`src/rtl/binary_search_pkg.sv`:
```
// -----------------------------------------------------------------------------
// binary_search_pkg
// Shared definitions for the binary-search controller, datapath and top level:
//   - bs_state_t      : controller state encoding (2-bit)
//   - DEFAULT_ADDR_W  : default address width (32-entry RAM)
//   - DEFAULT_DATA_W  : default RAM word / target width
// -----------------------------------------------------------------------------
package binary_search_pkg;

  localparam int DEFAULT_ADDR_W = 5;
  localparam int DEFAULT_DATA_W = 8;

  typedef enum logic [1:0] {
    IDLE = 2'd0,
    WAIT = 2'd1,
    CMP  = 2'd2,
    DONE = 2'd3
  } bs_state_t;

endpackage

```
`src/rtl/binary_search_ctrl.sv`:
```
// -----------------------------------------------------------------------------
// binary_search_ctrl
// Control FSM that sequences binary_search_datapath against a sorted-ascending,
// synchronous-read RAM. The datapath midpoint M addresses the RAM directly; the
// controller waits out the read latency, compares the returned word with A and
// either narrows the bounds or terminates the search.
//
// Parameters:
//   DATA_W  RAM word / target width
//   ADDR_W  address width, must match the datapath
//   RD_LAT  RAM read latency in cycles (1..3)
//
// Ports:
//   clk        in   clock, rising edge
//   reset      in   asynchronous, active-high
//   start      in   begin search (level, sampled only in IDLE)
//   A          in   target value, held stable from start until done
//   mem_data   in   RAM read data for address M
//   L, R, M    in   datapath bounds and midpoint
//   load_regs  out  initialise datapath (L=0, R=max, Loc=0, Found=0, Done=0)
//   set_Addr   out  capture M into Loc
//   set_L      out  L <= M + 1
//   set_R      out  R <= M - 1
//   set_Found  out  set Found
//   set_Done   out  set Done
//   busy       out  high while a probe is in flight (WAIT, CMP)
// -----------------------------------------------------------------------------
module binary_search_ctrl
  import binary_search_pkg::*;
#(
  parameter int DATA_W = DEFAULT_DATA_W,
  parameter int ADDR_W = DEFAULT_ADDR_W,
  parameter int RD_LAT = 1
) (
  input  logic              clk,
  input  logic              reset,
  input  logic              start,
  input  logic [DATA_W-1:0] A,
  input  logic [DATA_W-1:0] mem_data,
  input  logic [ADDR_W-1:0] L,
  input  logic [ADDR_W-1:0] R,
  input  logic [ADDR_W-1:0] M,
  output logic              load_regs,
  output logic              set_Addr,
  output logic              set_L,
  output logic              set_R,
  output logic              set_Found,
  output logic              set_Done,
  output logic              busy
);

  localparam int              CNT_W    = $clog2(RD_LAT + 1);
  localparam logic [CNT_W-1:0] CNT_LOAD = CNT_W'(RD_LAT);
  localparam logic [CNT_W-1:0] CNT_ONE  = CNT_W'(1);

  bs_state_t        state, state_next;
  logic [CNT_W-1:0] cnt, cnt_next;

  // NOTE: sequential state uses non-blocking assignments so every register
  // samples the pre-edge values regardless of block ordering.
  always_ff @(posedge clk or posedge reset) begin
    if (reset) begin
      state <= IDLE;
      cnt   <= '0;
    end else begin
      state <= state_next;
      cnt   <= cnt_next;
    end
  end

  // NOTE: every output of this block gets a default before the case so no
  // path leaves a signal unassigned and no latch is inferred.
  always_comb begin
    state_next = state;
    cnt_next   = cnt;
    load_regs  = 1'b0;
    set_Addr   = 1'b0;
    set_L      = 1'b0;
    set_R      = 1'b0;
    set_Found  = 1'b0;
    set_Done   = 1'b0;
    busy       = 1'b0;

    unique case (state)
      IDLE: begin
        load_regs = 1'b1;
        if (start) begin
          state_next = WAIT;
          cnt_next   = CNT_LOAD;
        end
      end

      WAIT: begin
        // Bounds are untouched here, so M (the RAM address) is stable while
        // the read latency elapses.
        busy = 1'b1;
        if (cnt != '0) begin
          cnt_next = cnt - CNT_ONE;
        end
        if (cnt <= CNT_ONE) begin
          state_next = CMP;
        end
      end

      CMP: begin
        busy = 1'b1;
        if (mem_data == A) begin
          set_Addr   = 1'b1;
          set_Found  = 1'b1;
          set_Done   = 1'b1;
          state_next = DONE;
        end else if (mem_data > A) begin
          // Target lies below M. At M==L there is nothing left below, and
          // M-1 would underflow at address 0.
          if (M == L) begin
            set_Done   = 1'b1;
            state_next = DONE;
          end else begin
            set_R      = 1'b1;
            state_next = WAIT;
            cnt_next   = CNT_LOAD;
          end
        end else begin
          // Target lies above M. At M==R there is nothing left above, and
          // M+1 would wrap at the top address.
          if (M == R) begin
            set_Done   = 1'b1;
            state_next = DONE;
          end else begin
            set_L      = 1'b1;
            state_next = WAIT;
            cnt_next   = CNT_LOAD;
          end
        end
      end

      DONE: begin
        // Datapath holds its result; a new search needs start low first.
        if (!start) begin
          state_next = IDLE;
        end
      end

      default: begin
        state_next = IDLE;
      end
    endcase

    // Strobes stay quiet while reset is held; load_regs resumes in the first
    // cycle after release and clears any stale datapath result.
    if (reset) begin
      load_regs = 1'b0;
    end
  end

endmodule
```
`config.mk`:
```
export PLATFORM = sky130hd
export DESIGN_NAME = binary_search_ctrl
export DESIGN_NICKNAME = d
export VERILOG_FILES = /design/src/rtl/binary_search_pkg.sv /design/src/rtl/binary_search_ctrl.sv
export SDC_FILE = /design/constraint.sdc
export NUM_CORES = 1
export LEC_CHECK = 0
export ABC_AREA = 1
export ABC_CLOCK_PERIOD_IN_PS = 1300
export BUFFER_PORTS_ARGS = -buffer_cell sky130_fd_sc_hd__buf_2
export CORE_MARGIN = 5
export CORE_UTILIZATION = 37
export DETAILED_ROUTE_END_ITERATION = 12
export HOLD_SLACK_MARGIN = 0.03
export PLACE_DENSITY = 0.72
export SLEW_MARGIN = 25
export SYNTH_ARGS = -nofsm -noshare
export SYNTH_HDL_FRONTEND = slang
export SYNTH_SLANG_ARGS = --single-unit
```
`constraint.sdc`:
```
create_clock -name clk -period 1.3 [get_ports clk]
set_input_delay 0.065 -clock clk [delete_from_list [all_inputs] [get_ports clk]]
set_output_delay 0.065 -clock clk [all_outputs]
set_load 0.005 [all_outputs]
```
Word level (Yosys, flattened, before mapping)
Cells that the tools add are included.
Widths: inputs -> output; s select.
{"block": "word_totals", "word_cells": 55, "input_bits": 34, "ff_bits": 3, "out_inout_bits": 7}
{"block": "op_classes", "reduce_logical": 5, "add_sub_neg": 1, "eq_ne": 12, "muxes": 33, "order_cmp": 2}
{"cell": "$mux 1", "n": 24}
{"cell": "$mux 2", "n": 7}
{"cell": "$eq 5x5->1", "n": 2}
{"cell": "$eq 8x8->1", "n": 1}
{"cell": "$gt 8x8->1", "n": 1}
{"cell": "$ne 2x2->1 const B", "n": 4}
{"cell": "$pmux 2 s4", "n": 1}
{"cell": "$ne 3x3->1 const B", "n": 2}
{"cell": "$reduce_and 5->1", "n": 1}
{"cell": "$eq 2x2->1 const B", "n": 2}
{"cell": "$pmux 1 s3", "n": 1}
{"cell": "$reduce_and 3->1", "n": 1}
{"cell": "$reduce_bool 3->1", "n": 1}
{"cell": "$eq 2x1->1 const B", "n": 1}
{"cell": "$logic_not 2->1", "n": 1}
{"cell": "$reduce_or 2->1", "n": 1}
{"cell": "$le 1x1->1 const B", "n": 1}
{"cell": "$sub 1x1->1 const B", "n": 1}

Logic depth before layout (Yosys ltp)
Gate-level depths: netlist (run 1).
{"block": "logic_depth", "word_depth": 5, "depth_mapped": 12, "depth_no_buf": 12}

Worst setup path before layout (run 1)
No wires, ideal clock.
{"block": "synth_path", "path_kind": "register to register", "startpoint": "register state[0]", "endpoint": "register state[1]", "setup_time_ps": 120, "path_slack_ps": 47, "arrival_ps": 1133, "period_less_slack_ps": 1253, "required_ps": 1180, "n_path_buf": 0, "path_stages_with_launch": 8, "cell_sequence": "dfrtp_1 -> inv_1 -> ha_1 -> inv_1 -> o21ai_0 -> o21ai_0 -> inv_1 -> a21oi_2"}
{"block": "synth_via", "elab_chain_cells": 3, "elab_cells_between_ends": 9, "cone_classes": "6 x eq/ne; 1 x mux; 2 x reduce/logical"}
{"item": "start: declaration", "line_no": "binary_search_ctrl.sv:56", "rtl": "bs_state_t state, state_next;"}
{"item": "start signal: assignment", "line_no": "binary_search_ctrl.sv:66", "rtl": "state <= state_next;"}
{"item": "$eq 2x1->1 (tied with other cells)", "line_no": "binary_search_ctrl.sv:84", "rtl": "unique case (state)"}
{"item": "$ne 2x2->1 (no source line)"}
{"item": "$reduce_and 3->1 (no source line)"}
Parallel ways exist; a longest one is shown, timed or not.
A chain may end at the register's enable or synchronous reset.

Worst setup path in the final report (run 1)
{"block": "layout_path", "startpoint": "input mem_data[5]", "endpoint": "output set_Done"}
{"block": "layout_via", "elab_chain_cells": 4, "elab_cells_between_ends": 5, "cone_classes": "1 x order compare; 1 x eq/ne; 3 x mux"}
{"item": "start: declaration", "line_no": "binary_search_ctrl.sv:39", "rtl": "input logic [DATA_W-1:0] mem_data,"}
{"item": "$gt 8x8->1", "line_no": "binary_search_ctrl.sv:112", "rtl": "end else if (mem_data > A) begin"}
{"item": "$mux 1", "line_no": "binary_search_ctrl.sv:112"}
{"item": "$mux 1 (*)", "line_no": "binary_search_ctrl.sv:107", "rtl": "if (mem_data == A) begin"}
{"item": "$mux 1 (*)", "line_no": "binary_search_ctrl.sv:84"}
{"item": "end: declaration", "line_no": "binary_search_ctrl.sv:48", "rtl": "output logic set_Done,"}
Mark *: on every way between the ends. The rest lies on a longest branch, timed or not.

==> metrics.md, run 1 <==
| Metric | Value |
|---|---|
| Setup tns final | `0 ns` |
| Status | `complete, no violations` |
| DIE AREA | `2610 µm²` |
| Critical path fanouts, max | `2` |
| Asr flop ratio synth | `100%` |
| NumNets Final | `204` |
| Synthesized instance count | `106` |
| Final instance area | `1090 µm²` |
| MaxCap Viol Count | `0` |
| Crit path largest cell delay | `0.25 ns` |
| TritonCTS clock tree | `done` |
| Biggest register | `state` |
| DR iter-0 viols | `4` |
| Post-Syn Area | `626 µm²` |
| Worst-path clk slew | `0.03 ns` |
| Slew HR | `87.6%` |
| Final GP Congestion | `0.681` |
| Combinational Power Share | `75.4%` |
| CP required | `1.24 ns` |
| Mapped Nets | `152` |
| Net load switching power | `0.476 mW` |
| Power density over the cells | `988 nW/µm²` |
| Wirelength per Cell | `10.7 µm` |
| Critical path capture point type | `output pin` |
| Max Slew Vio Count | `0` |
| Setup CP Type | `in2out` |
| Synth Warn # | `0` |
| DR vias | `793` |
| DIE HEIGHT | `51.1 µm` |
| Setup crit start kind | `input pin` |
| # DRC | `0` |
| Mapped Avg Cell Area | `5.90 µm²` |
| GR Util All Layers | `13.3%` |
| Fmax | `779 MHz` |
| N_diodes | `0` |
| Pint | `0.604 mW` |
| Max reg flops | `2` |
| Placed inst area | `868 µm²` |
| Sw Share | `44.1%` |
| Worst VDD drop | `0.000742 V` |
| Fillers | `129` |
| Ys flop type | `dfrtp_1` |
| WHS | `0.245 ns` |
| Core ar. | `1560 µm²` |
| Clock tree buffer depth | `2` |
| Final Hold Viols | `0` |
| Number of setup violations in the final report | `0` |
| Drt via density | `4.61` |
| Clock Skews | `0.00559 ns` |
| Largest net degree at the start of global routing | `5` |
| Clk_lat worst skew | `0.23 ns` |
| Post-route clock period utilization | `98.8%` |
| Number of distinct library cells after synthesis | `21` |
| Chip Width | `51.1 µm` |
| Sequential fraction of the synthesis area | `8.00%` |
| LEAKAGE | `0.649 nW` |
| First-pass GRT wire length | `2.79 mm` |
| Clk sink count | `2` |
| Initial antenna violation count | `0` |
| Slowest CP cell | `ha_4` |
| Htree depth | `1` |
| Worst hold-check path type | `in2async` |
| Post-synth EDFFs | `0` |
| Starting Density | `40.1%` |
| Seq pwr share | `11.8%` |
| Iteration count of the initial detailed-routing pass | `4` |
| Tightest Pin Transition | `0.184 ns` |
| Syn-to-layout area delta | `74.8%` |
| Top flop regs | `state x2` |
| Share of layout cells above drive strength 1 | `54.5%` |
| Vias in the first global route | `780` |
| RSZ-0062 raised after global routing | `true` |
| Remaining antenna violation count after routing | `0` |
| Post-layout min period | `1.28 ns` |
| DRT Wirelength | `1.84 mm` |
| # port buffers | `40` |
| Sequence of cells on the critical path | `buf_6 -> ha_4 -> a21oi_2 -> nor2_1 -> nor2_2 -> nand4_1 -> nand3_2 -> inv_1 -> buf_2` |
| Clk network pwr share | `12.8%` |
| Row count | `14` |
| Post-detail-place hpwl | `1.38 mm` |
| CTS root buf | `clkbuf_4` |
| Global route overflow | `0` |
| Synthesized flop and latch total | `2` |
| Total Power | `1.08 mW` |
| CTS buffer count | `3` |
| Worst Path Arrival | `1.22 ns` |
| I/O pins | `41` |
==> layout make-up <==
type	count	area, µm²	area share, %
well taps	16	20.0	1.83
inverters	29	114	10.4
clock buffers	3	22.5	2.06
multi-input cells	74	602	55.0
flip-flops and latches	2	50.0	4.58
repair buffers	48	285	26.1
==> cells in the mapped netlist, types with 2 or more instances <==
library cell	number	share of area [%]
inv_1	28	17
nand2_1	28	17
nor2_1	15	9.0
ha_1	12	24
a21oi_1	3	2.4
dfrtp_1	2	8.0
nand2_2	2	2.0
nand3_2	2	3.2
o21ai_0	2	1.6
==> per-stage QoR <==
stage | utilization, % | worst slack (ns) | instances
6_report | 70.1 | 0.0158 | 172
5_1_grt | 70.1 | -0.0464 | 172
4_1_cts | 59.8 | 0.00906 | 171
3_5_place_dp | 55.7 | 0.0201 | 165
3_3_place_gp | 55.7 | 0.0585 | 165
2_1_floorplan | - | 0.0471 | 106
==> cells by family after synthesis <==
group / synth area share [%]
compound gates: 6.60
xor+xnor: 2.80
fa+ha+maj: 24.0
buf+inv: 18.6
flops: 8.00
simple gates: 40.0
==> cells in the final DEF, fill, tap and decap left out, drive strengths merged <==
cell type and instances:
ha 12, nor3 1, o21ai 2, a21oi 4, nor2 16, nand3b 1
xor2 1, dfrtp 2, nand3 3, nand2 30, inv 29, clkbuf 3
buf 47, nand4 2, xnor2 1, a21o 1, dlygate4sd3 1
==> power by group through the flow <==
| stage | combinational [mW] | clock (mW) | sequential, mW |
|---|---|---|---|
| 6_report | 0.814 | 0.139 | 0.128 |
| 5_1_grt | 0.911 | 0.161 | 0.132 |
| 4_1_cts | 0.683 | 0.141 | 0.124 |
| 3_5_place_dp | 0.590 | 0 | 0.123 |
| 3_3_place_gp | 0.560 | 0 | 0.118 |
| 2_1_floorplan | 0.336 | 0 | 0.115 |
==> worst max-delay path: cells and delay by family <==
family,cells,cell delay [ns]
adder cells (fa/ha/maj),1,0.25
buffers and inverters,3,0.26
AO/OA/AOI/OAI,1,0.15
AND/OR/NAND/NOR,4,0.50
==> worst paths after layout <==
kind,startpoint,end,depth (start not counted),slack [ns]
min in group clk,start,state[0]$_DFFE_PP0P_,5,0.29
max in group asynchronous,reset,state[0]$_DFFE_PP0P_,3,0.94
worst min-delay path,reset,state[1]$_DFFE_PP0P_,3,0.24
worst max-delay path,mem_data[5],set_Done,9,0.02
worst max register to register,state[0]$_DFFE_PP0P_,state[0]$_DFFE_PP0P_,6,0.05
worst min register to register,state[1]$_DFFE_PP0P_,state[1]$_DFFE_PP0P_,5,0.77
==> repair_timing <==
action / in CTS / in global routing
pin swaps: 1 / 17
buffers inserted: 2 / 1
endpoints found under the setup margin: 5 / 7
resized for setup: 4 / 35
endpoints found under the hold margin: 2 / 0
hold buffers: 1 / 0
==> metal layers <==
layer | wire length [µm] | global-route usage [%] | up-vias | share of wire [%]
li1 | - | - | 417 | -
met1 | 662 | 11.8 | 339 | 36
met2 | 947 | 27.0 | 33 | 51
met3 | 186 | 5.81 | 4 | 10
met4 | 44 | 2.69 | 0 | 2.4
met5 | 0 | 0 | - | 0
Power figures use the tool's default switching activity.
==> inputs of run 2 (changes only) <==
- CELL_PAD_IN_SITES_DETAIL_PLACEMENT: default -> 0
- CELL_PAD_IN_SITES_GLOBAL_PLACEMENT: default -> 2
- CORE_UTILIZATION: 37 -> 17
==> run 2 against run 1 <==
  * Highest routed layer unchanged
  * Global-route usage fell by 6.2 points
  * Combinational power fell by 6.6%
  * Power up 4.7%
==> metrics.md, run 2 (synthesized netlist as in run 1, its figures left out) <==
| Metric | Value |
|---|---|
| GR Util All Layers | `7.12% (was 13.3%)` |
| Vias in the first global route | `720 (was 780)` |
| Final GP Congestion | `0.699 (was 0.681)` |
| DIE HEIGHT | `70.7 µm (was 51.1 µm)` |
| Worst hold-check path type | `in2reg (was in2async)` |
| Fmax | `794 MHz (was 779 MHz)` |
| Critical path fanouts, max | `3 (was 2)` |
| Leading cell types in the layout, fill and taps excluded | `38 x buf_2, 25 x nand2_1, 20 x inv_1 (was 37 x buf_2, 25 x nand2_1, 19 x inv_1)` |
| Max Slew Vio Count | `0 (unchanged)` |
| MaxCap Viol Count | `0 (unchanged)` |
| Largest net degree at the start of global routing | `5 (unchanged)` |
| Clock tree buffer depth | `2 (unchanged)` |
| Core ar. | `3610 µm² (was 1560 µm²)` |
| Worst VDD drop | `0.000279 V (was 0.000742 V)` |
| Worst Path Arrival | `1.19 ns (was 1.22 ns)` |
| Post-layout min period | `1.26 ns (was 1.28 ns)` |
| Critical path capture point type | `output pin (unchanged)` |
| DIE AREA | `4990 µm² (was 2610 µm²)` |
| Clk_lat worst skew | `0.21 ns (was 0.23 ns)` |
| CTS root buf | `clkbuf_8 (was clkbuf_4)` |
| Slew HR | `87.7% (was 87.6%)` |
| Sw Share | `39.5% (was 44.1%)` |
| Net load switching power | `0.447 mW (was 0.476 mW)` |
| Hold_sp | `start` |
| Global route overflow | `0 (unchanged)` |
| Syn-to-layout area delta | `80.8% (was 74.8%)` |
| Power density over the cells | `1000 nW/µm² (was 988 nW/µm²)` |
| # port buffers | `40 (unchanged)` |
| CTS buffer count | `3 (unchanged)` |
| Worst r2r dst | `state[1]$_DFFE_PP0P_ (was state[0]$_DFFE_PP0P_)` |
| Drt via density | `3.80 (was 4.61)` |
| RSZ-0062 raised after global routing | `true (unchanged)` |
| DR iter-0 viols | `26 (was 4)` |
| N_diodes | `0 (unchanged)` |
| Seq pwr share | `11.6% (was 11.8%)` |
| DR vias | `778 (was 793)` |
| R2R Setup Slk | `0.10 ns (was 0.05 ns)` |
| Biggest register | `state (unchanged)` |
| NumNets Final | `205 (was 204)` |
| DRT Wirelength | `1.78 mm (was 1.84 mm)` |
| TritonCTS clock tree | `done (unchanged)` |
| Total Power | `1.13 mW (was 1.08 mW)` |
| Combinational Power Share | `67.2% (was 75.4%)` |
| Starting Density | `17.3% (was 40.1%)` |
| Setup CP Type | `reg2out (was in2out)` |
| Number of setup violations in the final report | `0 (unchanged)` |
| CP required | `1.24 ns (about the same)` |
| Chip Width | `70.7 µm (was 51.1 µm)` |
| Wirelength per Cell | `8.66 µm (was 10.7 µm)` |
| I/O pins | `41 (unchanged)` |
| Iteration count of the initial detailed-routing pass | `4 (unchanged)` |
| Htree depth | `1 (unchanged)` |
| Final Hold Viols | `0 (unchanged)` |
| WHS | `0.222 ns (was 0.245 ns)` |
| Status | `complete, no violations (unchanged)` |
| Most common cell after layout, fill and taps aside | `buf_2 (unchanged)` |
| Post-detail-place hpwl | `1.49 mm (was 1.38 mm)` |
| Row count | `22 (was 14)` |
| Initial antenna violation count | `0 (unchanged)` |
| Reg2Reg Depth | `8 (was 6)` |
| # DRC | `0 (unchanged)` |
| Pint | `0.684 mW (was 0.604 mW)` |
| Hold Path End | `state[0]$_DFFE_PP0P_` |
| Clock Skews | `0.000134 ns (was 0.00559 ns)` |
| Worst hold path depth | `4` |
| Clk sink count | `2 (unchanged)` |
| Setup crit start kind | `register (was input pin)` |
| Worst-path clk slew | `0.03 ns (about the same)` |
| Remaining antenna violation count after routing | `0 (unchanged)` |
| Clk network pwr share | `21.2% (was 12.8%)` |
| Share of layout cells above drive strength 1 | `52.9% (was 54.5%)` |
| Post-route clock period utilization | `96.9% (was 98.8%)` |
| Critical R2R Launch | `state[0]$_DFFE_PP0P_ (unchanged)` |
| Top flop regs | `state x2 (unchanged)` |
| Max reg flops | `2 (unchanged)` |
| Final Util | `31.4% (was 70.1%)` |
| First-pass GRT wire length | `2.86 mm (was 2.79 mm)` |
| Tightest Pin Transition | `0.184 ns (about the same)` |
| LEAKAGE | `0.661 nW (was 0.649 nW)` |
## run 2: cell types whose count changed in the layout (fill, tap and decap cells not counted), sizes merged
cell  before  now
buf       47   48
## run 2: stage by stage
| stage | setup TNS (ns) | worst slack (ns) | cell area, µm² | cells |
|---|---|---|---|---|
| floorplan | 0 | 0.0471 | 626 | 106 |
| global placement | -0.00786 | -0.00786 | 901 | 196 |
| detailed placement | -0.0216 | -0.0115 | 901 | 196 |
| CTS | 0 | 0.0194 | 981 | 201 |
| global route | -0.0837 | -0.0346 | 1130 | 205 |
| finish | 0 | 0.0408 | 1130 | 205 |
## run 2: how the worst max path moves through the flow
stage / from / endpoint / slack (ns) / cells after the start
6_report: state[0]$_DFFE_PP0P_ / set_R / 0.04 / 6
5_1_grt: A[3] / set_Done / -0.03 / 13
4_1_cts: state[0]$_DFFE_PP0P_ / set_R / 0.02 / 6
3_5_place_dp: state[1]$_DFFE_PP0P_ / state[1]$_DFFE_PP0P_ / -0.01 / 7
3_3_place_gp: A[7] / set_Done / -0.008 / 9
2_1_floorplan: state[0]$_DFFE_PP0P_ / state[1]$_DFFE_PP0P_ / 0.05 / 7
## run 2: layer usage
metal  track usage (%)  vias to the layer above  part of all wire [%]
li1                  -                      417                     -
met1              8.12                      333                    41
met2              11.9                       26                    51
met3              2.27                        2                   7.4
met4              3.76                        0                  0.96
met5                 0                        -                     0
## run 2: power by group through the flow
stage / combinational, mW / clock (mW) / sequential, mW
after floorplan: 0.336 / 0 / 0.115
after global placement: 0.546 / 0 / 0.117
after detailed placement: 0.561 / 0 / 0.121
after CTS: 0.642 / 0.247 / 0.128
after global routing: 0.860 / 0.257 / 0.140
final: 0.760 / 0.240 / 0.131
## run 2: area by class of cell
class	instances	area, µm²
clock buffers	3	41.3
well taps	48	60.1
flip-flops and latches	2	50.0
multi-input cells	74	582
inverters	29	111
fillers	402	2470
repair buffers	49	287
## run 2: what timing repair did
| item | 4_1_cts | 5_1_grt |
|---|---|---|
| setup endpoints to repair | 6 | 7 |
| pin swaps | 1 | 16 |
| gates resized for setup | 8 | 25 |
| hold buffers | 1 | 0 |
| endpoints found under the hold margin | 2 | 0 |
| setup buffers | 1 | 4 |
## run 2: worst max-delay path: stages, from the launching register on
cell and delay (ns):
dfrtp_1 0.38, inv_2 0.07, buf_6 0.10, ha_4 0.15
inv_2 0.06, nor2_4 0.11, buf_2 0.12
